**config.mk**
```make
export PLATFORM = sky130hd
export DESIGN_NAME = rom_loader
export DESIGN_NICKNAME = d
export VERILOG_FILES = /design/src/rtl/mem_pkg.sv /design/src/rtl/mem_array.sv /design/src/rtl/rom_loader.sv
export SDC_FILE = /design/constraint.sdc
export NUM_CORES = 1
export LEC_CHECK = 0
export CELL_PAD_IN_SITES_DETAIL_PLACEMENT = 1
export CELL_PAD_IN_SITES_GLOBAL_PLACEMENT = 1
export CORE_AREA = 2 2 101 103
export DETAILED_ROUTE_END_ITERATION = 10
export DIE_AREA = 0 0 103 105
export GPL_ROUTABILITY_DRIVEN = 0
export PLACE_DENSITY = 0.75
export SLEW_MARGIN = 10
export SYNTH_ARGS = -nofsm -noshare
export SYNTH_HDL_FRONTEND = slang
export SYNTH_SLANG_ARGS = --single-unit
```
**constraint.sdc**
```tcl
create_clock -name clk -period 1.6 [get_ports clk]
set_input_delay 0.32 -clock clk [delete_from_list [all_inputs] [get_ports clk]]
set_output_delay 0.32 -clock clk [all_outputs]
set_load 0.005 [all_outputs]
```
**src/rtl/mem_pkg.sv**
```systemverilog
// Shared constants and FSM state type for the serially loaded 16 x 5 lookup memory.
package mem_pkg;

    localparam int DW    = 5;
    localparam int AW    = 4;
    localparam int DEPTH = 16;

    // Loader sequencing: wait, shift bits in, commit one word, announce completion.
    typedef enum logic [1:0] {
        IDLE  = 2'd0,
        LOAD  = 2'd1,
        WRITE = 2'd2,
        DONE  = 2'd3
    } state_t;

endpackage : mem_pkg

```
**src/rtl/mem_array.sv**
```systemverilog
// Storage for the lookup memory: one synchronous write port and one registered,
// enabled read port. Contents survive reset; only the read register is cleared.
module mem_array
    import mem_pkg::*;
#(
    parameter int DW    = mem_pkg::DW,
    parameter int AW    = mem_pkg::AW,
    parameter int DEPTH = mem_pkg::DEPTH
) (
    input  logic          clk,
    input  logic          rst_n,
    input  logic          we,
    input  logic [AW-1:0] waddr,
    input  logic [DW-1:0] wdata,
    input  logic          en,
    input  logic [AW-1:0] addr,
    output logic [DW-1:0] dout
);

    logic [DW-1:0] r_mem [DEPTH];
    logic [DW-1:0] r_dout;

    // Commit a word; the array is deliberately not reset so a reset mid-load keeps earlier words.
    always_ff @(posedge clk) begin
        if (we) begin
            r_mem[waddr] <= wdata;
        end
    end

    // Registered read; sampling the array before the same-edge write gives read-before-write.
    always_ff @(posedge clk) begin
        if (!rst_n) begin
            r_dout <= '0;
        end else if (en) begin
            r_dout <= r_mem[addr];
        end
    end

    assign dout = r_dout;

endmodule : mem_array

```
**src/rtl/rom_loader.sv**
```systemverilog
// Serial programming engine for the lookup memory: assembles MSB-first bit-serial
// words and writes them to addresses 0..DEPTH-1 in order, while keeping the
// existing registered read port available at all times.
module rom_loader
    import mem_pkg::*;
#(
    parameter int DW    = mem_pkg::DW,
    parameter int AW    = mem_pkg::AW,
    parameter int DEPTH = mem_pkg::DEPTH
) (
    input  logic          clk,
    input  logic          rst_n,
    input  logic          start,
    input  logic          sin,
    input  logic          sin_valid,
    output logic          sin_ready,
    output logic          busy,
    output logic          done,
    input  logic [AW-1:0] addr,
    input  logic          en,
    output logic [DW-1:0] dout
);

    localparam int BCW = $clog2(DW);

    state_t          r_state;
    logic [BCW-1:0]  r_bit_cnt;
    logic [AW-1:0]   r_waddr;
    logic [DW-1:0]   r_shreg;
    logic            r_sin_ready;
    logic            r_busy;
    logic            r_done;

    logic            w_xfer;
    logic            w_we;

    // A bit moves only when the loader advertises ready; ready is a pure state decode.
    assign w_xfer = sin_valid & r_sin_ready;
    // The write strobe is a decode of the WRITE state, so the word is committed at the end of that cycle.
    assign w_we   = (r_state == WRITE);

    // Loader FSM with shift register, counters and registered handshake/status outputs.
    always_ff @(posedge clk) begin
        if (!rst_n) begin
            r_state     <= IDLE;
            r_bit_cnt   <= '0;
            r_waddr     <= '0;
            r_shreg     <= '0;
            r_sin_ready <= 1'b0;
            r_busy      <= 1'b0;
            r_done      <= 1'b0;
        end else begin
            case (r_state)
                IDLE: begin
                    r_done <= 1'b0;
                    if (start) begin
                        r_state     <= LOAD;
                        r_bit_cnt   <= '0;
                        r_waddr     <= '0;
                        r_sin_ready <= 1'b1;
                        r_busy      <= 1'b1;
                    end
                end
                LOAD: begin
                    if (w_xfer) begin
                        r_shreg   <= {r_shreg[DW-2:0], sin};
                        r_bit_cnt <= r_bit_cnt + BCW'(1);
                        if (r_bit_cnt == BCW'(DW - 1)) begin
                            // Drop ready in the same edge so the WRITE cycle consumes no bit.
                            r_state     <= WRITE;
                            r_sin_ready <= 1'b0;
                        end
                    end
                end
                WRITE: begin
                    r_bit_cnt <= '0;
                    if (r_waddr == AW'(DEPTH - 1)) begin
                        r_state <= DONE;
                        r_busy  <= 1'b0;
                        r_done  <= 1'b1;
                    end else begin
                        r_waddr     <= r_waddr + AW'(1);
                        r_state     <= LOAD;
                        r_sin_ready <= 1'b1;
                    end
                end
                DONE: begin
                    r_done  <= 1'b0;
                    r_waddr <= '0;
                    r_state <= IDLE;
                end
                default: begin
                    r_state     <= IDLE;
                    r_sin_ready <= 1'b0;
                    r_busy      <= 1'b0;
                    r_done      <= 1'b0;
                end
            endcase
        end
    end

    assign sin_ready = r_sin_ready;
    assign busy      = r_busy;
    assign done      = r_done;

    mem_array #(
        .DW    (DW),
        .AW    (AW),
        .DEPTH (DEPTH)
    ) u_mem_array (
        .clk   (clk),
        .rst_n (rst_n),
        .we    (w_we),
        .waddr (r_waddr),
        .wdata (r_shreg),
        .en    (en),
        .addr  (addr),
        .dout  (dout)
    );

endmodule : rom_loader

```
==> flow_metrics.tcl, run 1 <==
set metrics [dict create \
    status "finished, final reports clean" \
    power_leakage_uw 0.00192 \
    die_area_um2 10800 \
    setup_tns_ns 0 \
    ff_latch_area_um2 2850 \
    crit_path_end_kind "primary output" \
    fmax_ghz 0.643 \
    htree_levels 3 \
    multi_input_area_um2 1380 \
    num_rows 36 \
    cts-hold-fix-buffers 0 \
    fin_crit_ns 1.56 \
    cts_buffer_depth 2 \
    netSwitchingPower_uw 1520 \
    max_cap_viol_count 0 \
    yosys_warnings 0 \
    grt_max_degree 23 \
    grtUsageTotal 0.191 \
    synth-edff-count 80 \
    routed_wirelength_mm 9.78 \
    slowest_stage "clkdlybuf4s50_1" \
    die_h_um 105 \
    final.fill_count 1012 \
    synth.area.top_cells "edfxtp_1, mux2i_1, dfxtp_1" \
    dp_cells 493 \
    postSynth.asyncResetShare 0 \
    required_ns 1.28 \
    fin_nets 395 \
    post_drt_wl_per_cell_um 19.1 \
    drive_above_1_share 0.206 \
    grt_pass1_wl_mm 15.1 \
    syn_area_um2 4280 \
    ys_types 36 \
    setup_viol 0 \
    layout-area-overhead-vs-synth_pct 20.3 \
    wl_met1_mm 4.28 \
    synth.top_cell.area_share 0.562 \
    initial_core_util 0.444 \
    core_um2 9640 \
    met2WireLength_mm 5.02 \
    num_vias 2716 \
    route.antenna.remaining_nets 0 \
    io-pin-count 18 \
    layout_setup_ws_ns 0.0436 \
    dp_hpwl_mm 6.99 \
    ir_drop_mv 0.662 \
    switching_share 0.264 \
    synth_ff_type "edfxtp_1" \
    met3_length_um 292 \
    fin_cells 511 \
    hp-class "flip-flop to flip-flop" \
    grt_pass1_vias 2842 \
    path_class "flip-flop to primary output" \
    dpl_cell_area_um2 4880 \
    p_int_uw 4240 \
    synth-seq-cells 102 \
    startpoint_type "flip-flop" \
    chipWidth_um 103 \
    cp_num_buf_inv 1 \
    via_per_inst 5.32 \
    syn_area_per_cell_um2 13.6 \
    cts_buffers 9 \
    path_cells "clkdlybuf4s50_1" \
    fin_crit_sh 0.973 \
    drv_slew 0 \
    antenna_cells 0 \
    worstMarginPinSlew_ns 0.447 \
    drcViolationCount 0 \
    stdcell_area_um2 5150 \
    antenna_found_initial 0 \
    slowest_delay_ns 0.52 \
    worstPathMaxFanout 2 \
    dp_slack_ns -0.242 \
    pwr-share-seq 0.518 \
    clkTransAtPathRegs_ns 0.09 \
    grt-ovfl-total 0 \
    netlist.top_cell.by_area "edfxtp_1" \
    drt_iter0_markers 75 \
    clk_latency_ns 0.36 \
    relSlewSlack 0.701 \
    cts-root-buf "clkbuf_8" \
    clock_skew_ns 0.00846 \
    synth-seq-area-share 0.665 \
    port_buffers 17 \
    synthCells 315 \
    drt_first_pass_iters 4 \
    hold_slack_ns 0.482 \
    pwr-share-comb 0.197 \
    syn_nets 337 \
    cts_tree "yes" \
    cp_top_family "buffers and inverters" \
    p_per_area_nw_per_um2 1120 \
    highest_layer "met4" \
    hold_violations 0 \
    clock-sinks 102 \
    clkPwrFrac 0.284 \
    crit_arrival_ns 1.24 \
]
worst min-delay path: stages (launching register included):
cell,delay (ns)
dfxtp_1,0.32
o21ai_0,0.06
a21oi_1,0.06
cell usage in the layout (no fill, tap or decap), types with 3 or more instances in the layout:
master and n:
edfxtp_1 80, mux2i_1 45, buf_4 39, nand2_1 31
nor2_1 19, dfxtp_1 18, clkdlybuf4s50_1 16, a21oi_1 15
nand3_1 15, a22oi_1 10, clkbuf_8 9, nand4_1 8
inv_1 7, ha_1 7, nand2b_1 4, nor2b_1 4
o21ai_0 4, ha_2 4, nor3_1 3, buf_12 3
synth_stat cells, types with 2 or more instances:
cell and count:
nor2b_1 4, clkbuf_1 4, nand4_1 8, a21oi_1 15, o21ai_0 4, nand2b_1 4, nand3_1 15, ha_1 12
buf_4 3, a211oi_1 2, mux2i_1 45, buf_2 4, nor2_1 21, dfxtp_1 22, a22oi_1 10, nand2_1 31
nor3_1 4, and3_1 2, inv_1 9, edfxtp_1 80
routing by layer:
| layer | global-route usage | vias to the layer above |
|---|---|---|
| met5 | 0 | - |
| met4 | 0.0555 | 0 |
| met2 | 0.324 | 42 |
| li1 | - | 1277 |
| met1 | 0.243 | 1383 |
| met3 | 0.0395 | 14 |
power by group through the flow:
stage	Combinational [uW]	Clock, uW	Sequential (uW)
floorplan	566	0	3030
global placement	995	0	3020
detailed placement	1040	0	3020
CTS	1050	1670	2970
global route	1240	1760	3000
finish	1140	1640	2980
worst paths after layout:
kind	depth (start not counted)	end	slack (ns)	from
setup / recovery	1	dout[3]	0.04	u_mem_array.dout[3]
hold / removal	2	busy	0.48	busy
setup reg to reg	5	r_state[1]	0.10	r_state[0]
hold reg to reg	2	busy	0.48	busy
layout make-up:
cell class | count | area share
multi-input cells | 192 | 0.267
repair buffers | 59 | 0.101
well taps | 133 | 0.0323
clock buffers | 10 | 0.0248
clock inverters | 6 | 0.0134
flip-flops and latches | 102 | 0.554
inverters | 9 | 0.00705
flip-flops by register name, summed over array words and instances (netlist names):
name	count
r_shreg	5
r_waddr	4
r_bit_cnt	3
u_mem_array.dout	5
u_mem_array.r_mem	80
done	1
r_state	2
busy	1
sin_ready	1
logic make-up (layout without fill, tap and decap cells):
logic type	after synthesis	count (layout)	share of synthesized area
DFF	102	102	0.665
and+or+nand+nor	97	97	0.112
muxes	45	45	0.105
AOI/OAI and AO/OA	37	37	0.0585
buffers and inverters	21	84	0.0222
adders and majority gates	12	12	0.0351
xor gates and xnor gates	1	1	0.00205
through the flow:
stage               utilization  total power, uW
finish                    0.534             5760
global route              0.534             6000
CTS                       0.528             5690
detailed placement        0.507             4060
global placement          0.507             4010
floorplan                     -             3590
timing repair:
action	4_1_cts	5_1_grt
resized for setup	4	15
endpoints found under the setup margin	48	55
pin swaps	0	2
setup buffers	0	2
No activity file was read; power rests on OpenSTA's default activity.
==> run 2, diff against run 1 <==
--- a/config.mk
+++ b/config.mk
@@ -7,11 +7,12 @@
 export LEC_CHECK = 0
 export CELL_PAD_IN_SITES_DETAIL_PLACEMENT = 1
 export CELL_PAD_IN_SITES_GLOBAL_PLACEMENT = 1
-export CORE_AREA = 2 2 101 103
+export CORE_AREA = 2 2 99 101
+export CTS_BUF_LIST = sky130_fd_sc_hd__clkbuf_8
 export DETAILED_ROUTE_END_ITERATION = 10
-export DIE_AREA = 0 0 103 105
+export DIE_AREA = 0 0 101 103
 export GPL_ROUTABILITY_DRIVEN = 0
-export PLACE_DENSITY = 0.75
+export PLACE_DENSITY = 0.78
 export SLEW_MARGIN = 10
 export SYNTH_ARGS = -nofsm -noshare
 export SYNTH_HDL_FRONTEND = slang
==> flow_metrics.tcl, run 2 (synthesis gave the netlist of run 1 again) <==
set metrics [dict create \
    required_ns 1.28 \
    max_cap_viol_count 0 \
    startpoint_type "flip-flop" \
    dp_hpwl_mm 6.95 \
    drt_first_pass_iters 4 \
    final.fill_count 957 \
    path_class "flip-flop to primary output" \
    power_leakage_uw 0.00195 \
    route.antenna.remaining_nets 0 \
    num_vias 2690 \
    htree_levels 3 \
    die_h_um 103 \
    drive_above_1_share 0.209 \
    hp-class "flip-flop to flip-flop" \
    p_per_area_nw_per_um2 1110 \
    grtUsageTotal 0.197 \
    fin_crit_sh 0.970 \
    drcViolationCount 0 \
    stdcell_area_um2 5140 \
    hold_violations 0 \
    setup_viol 0 \
    hold_slack_ns 0.465 \
    clock-sinks 102 \
    cp_top_family "buffers and inverters" \
    cts_buffer_depth 2 \
    routed_wirelength_mm 9.67 \
    fmax_ghz 0.644 \
    slowest_delay_ns 0.51 \
    final_util 0.544 \
    clkTransAtPathRegs_ns 0.10 \
    endpoint "dout[0]" \
    path_depth 1 \
    largest_reg_flops 80 \
    fin_nets 401 \
    met2_usage 0.353 \
    clk_latency_ns 0.37 \
    fin_crit_ns 1.55 \
    grt_max_degree 22 \
    drt_iter0_markers 80 \
    initial_core_util 0.452 \
    status "finished, final reports clean" \
    io-pin-count 18 \
    antenna_found_initial 0 \
    port_buffers 17 \
    ir_drop_mv 0.743 \
    crit_arrival_ns 1.23 \
    crit_path_end_kind "primary output" \
    num_rows 36 \
    clock_skew_ns 0.00997 \
    post_drt_wl_per_cell_um 19.4 \
    cts_tree "yes" \
    layout_commonest_cell "edfxtp_1" \
    via_per_inst 5.41 \
    layout-area-overhead-vs-synth_pct 20.3 \
    relSlewSlack 0.595 \
    reg2reg_depth 6 \
    grt-busiest-layer "met2" \
    dpl_cell_area_um2 4890 \
    cts-hold-fix-buffers 0 \
    grt_pass1_vias 2864 \
    cts-root-buf "clkbuf_8" \
    chipWidth_um 101 \
    grt-ovfl-total 0 \
    antenna_cells 0 \
    grt_pass1_wl_mm 14.9 \
    grt_util_met3 0.0386 \
    r2r_slack_ns 0.09 \
    cp_num_buf_inv 1 \
    critical_path.startpoint "u_mem_array.dout[0]" \
    core_um2 9460 \
    slowest_stage "clkdlybuf4s50_1" \
    drv_slew 0 \
    rr_endpoint "sin_ready" \
    path_cells "clkdlybuf4s50_1" \
    r2r_start "r_state[1]" \
    worstPathMaxFanout 2 \
    final_cell_mix "edfxtp_1, buf_4, mux2i_1, nand2_1, nor2_1" \
    gr-usage-met1 0.229 \
    worstMarginPinSlew_ns 0.606 \
    die_area_um2 10400 \
    top_register "u_mem_array.r_mem" \
    cts_buffers 9 \
]
==> run 2: through the flow <==
| stage | setup WS, ns | total power (uW) | TNS [ns] | cells |
|---|---|---|---|---|
| 2_1_floorplan | -0.0692 | 3590 | -1.30 | 315 |
| 3_3_place_gp | -0.131 | 3990 | -1.06 | 480 |
| 3_5_place_dp | -0.223 | 4030 | -3.12 | 480 |
| 4_1_cts | -0.0172 | 5640 | -0.0511 | 496 |
| 5_1_grt | -0.00520 | 5930 | -0.00597 | 497 |
| 6_report | 0.0474 | 5700 | 0 | 497 |
==> run 2: tightest hold or removal path: stages, from the launching register on <==
cell,delay [ns]
dfxtp_1,0.34
nand2_1,0.05
nand3_1,0.05
==> run 2: timing repair <==
action / 4_1_cts / 5_1_grt
resized for setup: 5 / 12
buffers inserted: 1 / 1
endpoints found under the setup margin: 50 / 34
pin swaps: 0 / 4
==> run 2: how the worst min path moves through the flow <==
| stage | from | end | depth (start not counted) |
|---|---|---|---|
| global placement | u_mem_array.dout[4] | u_mem_array.dout[4] | 2 |
| finish | u_mem_array.dout[4] | u_mem_array.dout[4] | 2 |
| CTS | u_mem_array.dout[4] | u_mem_array.dout[4] | 2 |
| floorplan | rst_n | r_state[1] | 1 |
| detailed placement | u_mem_array.dout[4] | u_mem_array.dout[4] | 2 |
| global route | u_mem_array.dout[1] | u_mem_array.dout[1] | 2 |
==> run 2: layer usage <==
layer  vias up  part of all wire
met3        24             0.025
met1      1330              0.43
met5         -                 0
met2        45              0.51
met4         0             0.031
li1       1291                 -
==> run 2: area by class of cell <==
type	instances	area [um2]	share of cell area
sequential	102	2850	0.554
multi-input combinational	192	1380	0.268
timing repair buffer	65	553	0.107
tap	114	143	0.0277
clock buffer	9	124	0.0241
clock inverter	6	62.6	0.0122
inverter	9	33.8	0.00657
==> run 2: power by group <==
group / switching, uW / leakage [uW] / internal, uW / total (uW)
registers: 59.0 / 0.000898 / 2920 / 2980
logic: 562 / 0.000961 / 563 / 1130
clock network: 878 / 0.0000891 / 712 / 1590
total: 1500 / 0.00195 / 4200 / 5700
==> run 3, diff against run 2 <==
--- a/config.mk
+++ b/config.mk
@@ -12,6 +12,7 @@
 export DETAILED_ROUTE_END_ITERATION = 10
 export DIE_AREA = 0 0 101 103
 export GPL_ROUTABILITY_DRIVEN = 0
+export GPL_TIMING_DRIVEN = 0
 export PLACE_DENSITY = 0.78
 export SLEW_MARGIN = 10
 export SYNTH_ARGS = -nofsm -noshare
==> flow_metrics.tcl, run 3 (synthesis gave the netlist of run 1 again) <==
set metrics [dict create \
    crit_arrival_ns 1.61 \
    via_per_inst 5.61 \
    htree_levels 3 \
    p_per_area_nw_per_um2 1140 \
    ir_drop_mv 0.715 \
    slowest_delay_ns 0.38 \
    layout_commonest_cell "edfxtp_1" \
    initial_core_util 0.452 \
    dp_slack_ns -0.503 \
    final_cell_mix "edfxtp_1, mux2i_1, nand2_1, dfxtp_1, buf_4" \
    io-pin-count 18 \
    drv_slew 0 \
    routed_wirelength_mm 9.87 \
    required_ns 1.64 \
    drt_first_pass_iters 5 \
    path_cells "inv_4 > ha_2 > buf_8 > nand2_8 > nor3_4" \
    clk_latency_ns 0.37 \
    port_buffers 16 \
    fin_nets 375 \
    max_cap_viol_count 0 \
    stdcell_area_um2 5120 \
    relSlewSlack 0.470 \
    antenna_found_initial 0 \
    worstMarginPinSlew_ns 0.794 \
    cts-hold-fix-buffers 0 \
    cts_tree "yes" \
    path_class "flip-flop to flip-flop" \
    num_rows 36 \
    rsz0062_at_grt "true" \
    startpoint_type "flip-flop" \
    antenna_cells 0 \
    cp_top_family "simple AND/OR/NAND/NOR gates" \
    hold_slack_ns 0.466 \
    core_um2 9460 \
    num_vias 2650 \
    layout-area-overhead-vs-synth_pct 19.8 \
    drt_iter0_markers 88 \
    drive_above_1_share 0.229 \
    cts-root-buf "clkbuf_8" \
    fin_crit_ns 1.57 \
    dp_hpwl_mm 6.48 \
    post_drt_wl_per_cell_um 20.9 \
    grtUsageTotal 0.194 \
    setup_tns_ns 0 \
    crit_path_end_kind "flip-flop" \
    layout_setup_ws_ns 0.0300 \
    status "finished, final reports clean" \
    setup_viol 0 \
    clkTransAtPathRegs_ns 0.10 \
    power_leakage_uw 0.00184 \
    top_register "u_mem_array.r_mem" \
    grt-ovfl-total 0 \
    grt_max_degree 20 \
    cts_buffers 9 \
    cp_num_buf_inv 2 \
    clock-sinks 102 \
    dpl_cell_area_um2 4580 \
    largest_reg_flops 80 \
    drcViolationCount 0 \
    die_h_um 103 \
    fmax_ghz 0.637 \
    die_area_um2 10400 \
    chipWidth_um 101 \
    fin_crit_sh 0.981 \
    cts_buffer_depth 2 \
    grt_pass1_vias 2695 \
    grt_pass1_wl_mm 14.4 \
    clock_skew_ns 0.0139 \
    slowest_stage "dfxtp_4" \
    worstPathMaxFanout 6 \
    route.antenna.remaining_nets 0 \
    hold_violations 0 \
    hp-class "flip-flop to flip-flop" \
]
## run 3: changes by cell type in the layout (fill, tap and decap cells not counted), moves of 4 or more
cell,before,now
nor2_2,0,5
nor2_1,21,9
nor2_4,0,7
buf_4,46,16
nor3_1,4,0
nand2_1,31,27
nor3_4,0,4
## run 3: worst min-delay path, delay by kind of cell, from the launching register on
| family | cells | cell delay (ns) |
|---|---|---|
| AND/OR/NAND/NOR | 2 | 0.10 |
| flip-flops | 1 | 0.34 |
## run 3: path summary, 6_finish.rpt
check / startpoint / end / slack (ns) / cells after the start
max: r_state[0] / u_mem_array.r_mem[2][1] / 0.03 / 5
min: u_mem_array.dout[4] / u_mem_array.dout[4] / 0.47 / 2
max reg2reg: r_state[0] / u_mem_array.r_mem[2][1] / 0.03 / 5
min reg2reg: u_mem_array.dout[4] / u_mem_array.dout[4] / 0.47 / 2
## run 3: per-layer routing
metal  global-route usage  routed length [um]
met1                0.220                3960
met2                0.345                5270
met3               0.0447                 381
met4               0.0946                 266
met5                    0                   0
## run 3: what timing repair did
action / 4_1_cts / 5_1_grt
gates resized for setup: 45 / 26
hold endpoints to repair: 0 / 0
setup endpoints to repair: 99 / 80
pin swaps: 4 / 7
setup buffers: 5 / 7
## run 3: where the power goes
part | total [uW] | internal, uW | switching, uW
clock | 1550 | 605 | 945
combinational | 1300 | 635 | 666
sequential | 3000 | 2920 | 79.9
total | 5850 | 4160 | 1690
## run 3: stage by stage
| step | instances | utilization | total power (uW) |
|---|---|---|---|
| 2_1_floorplan | 315 | - | 3590 |
| 3_5_place_dp | 445 | 0.484 | 3860 |
| 6_report | 472 | 0.542 | 5850 |
| 5_1_grt | 472 | 0.542 | 6080 |
| 3_3_place_gp | 445 | 0.484 | 3820 |
| 4_1_cts | 466 | 0.525 | 5570 |
## run 3: area by class of cell
type,instances,area (um2)
Buffer,11,76.3
Clock buffer,9,124
Clock inverter,7,63.8
Fill cell,934,4330
Inverter,9,38.8
Multi-Input combinational cell,192,1580
Sequential cell,102,2850
Tap cell,114,143
Timing Repair Buffer,28,253
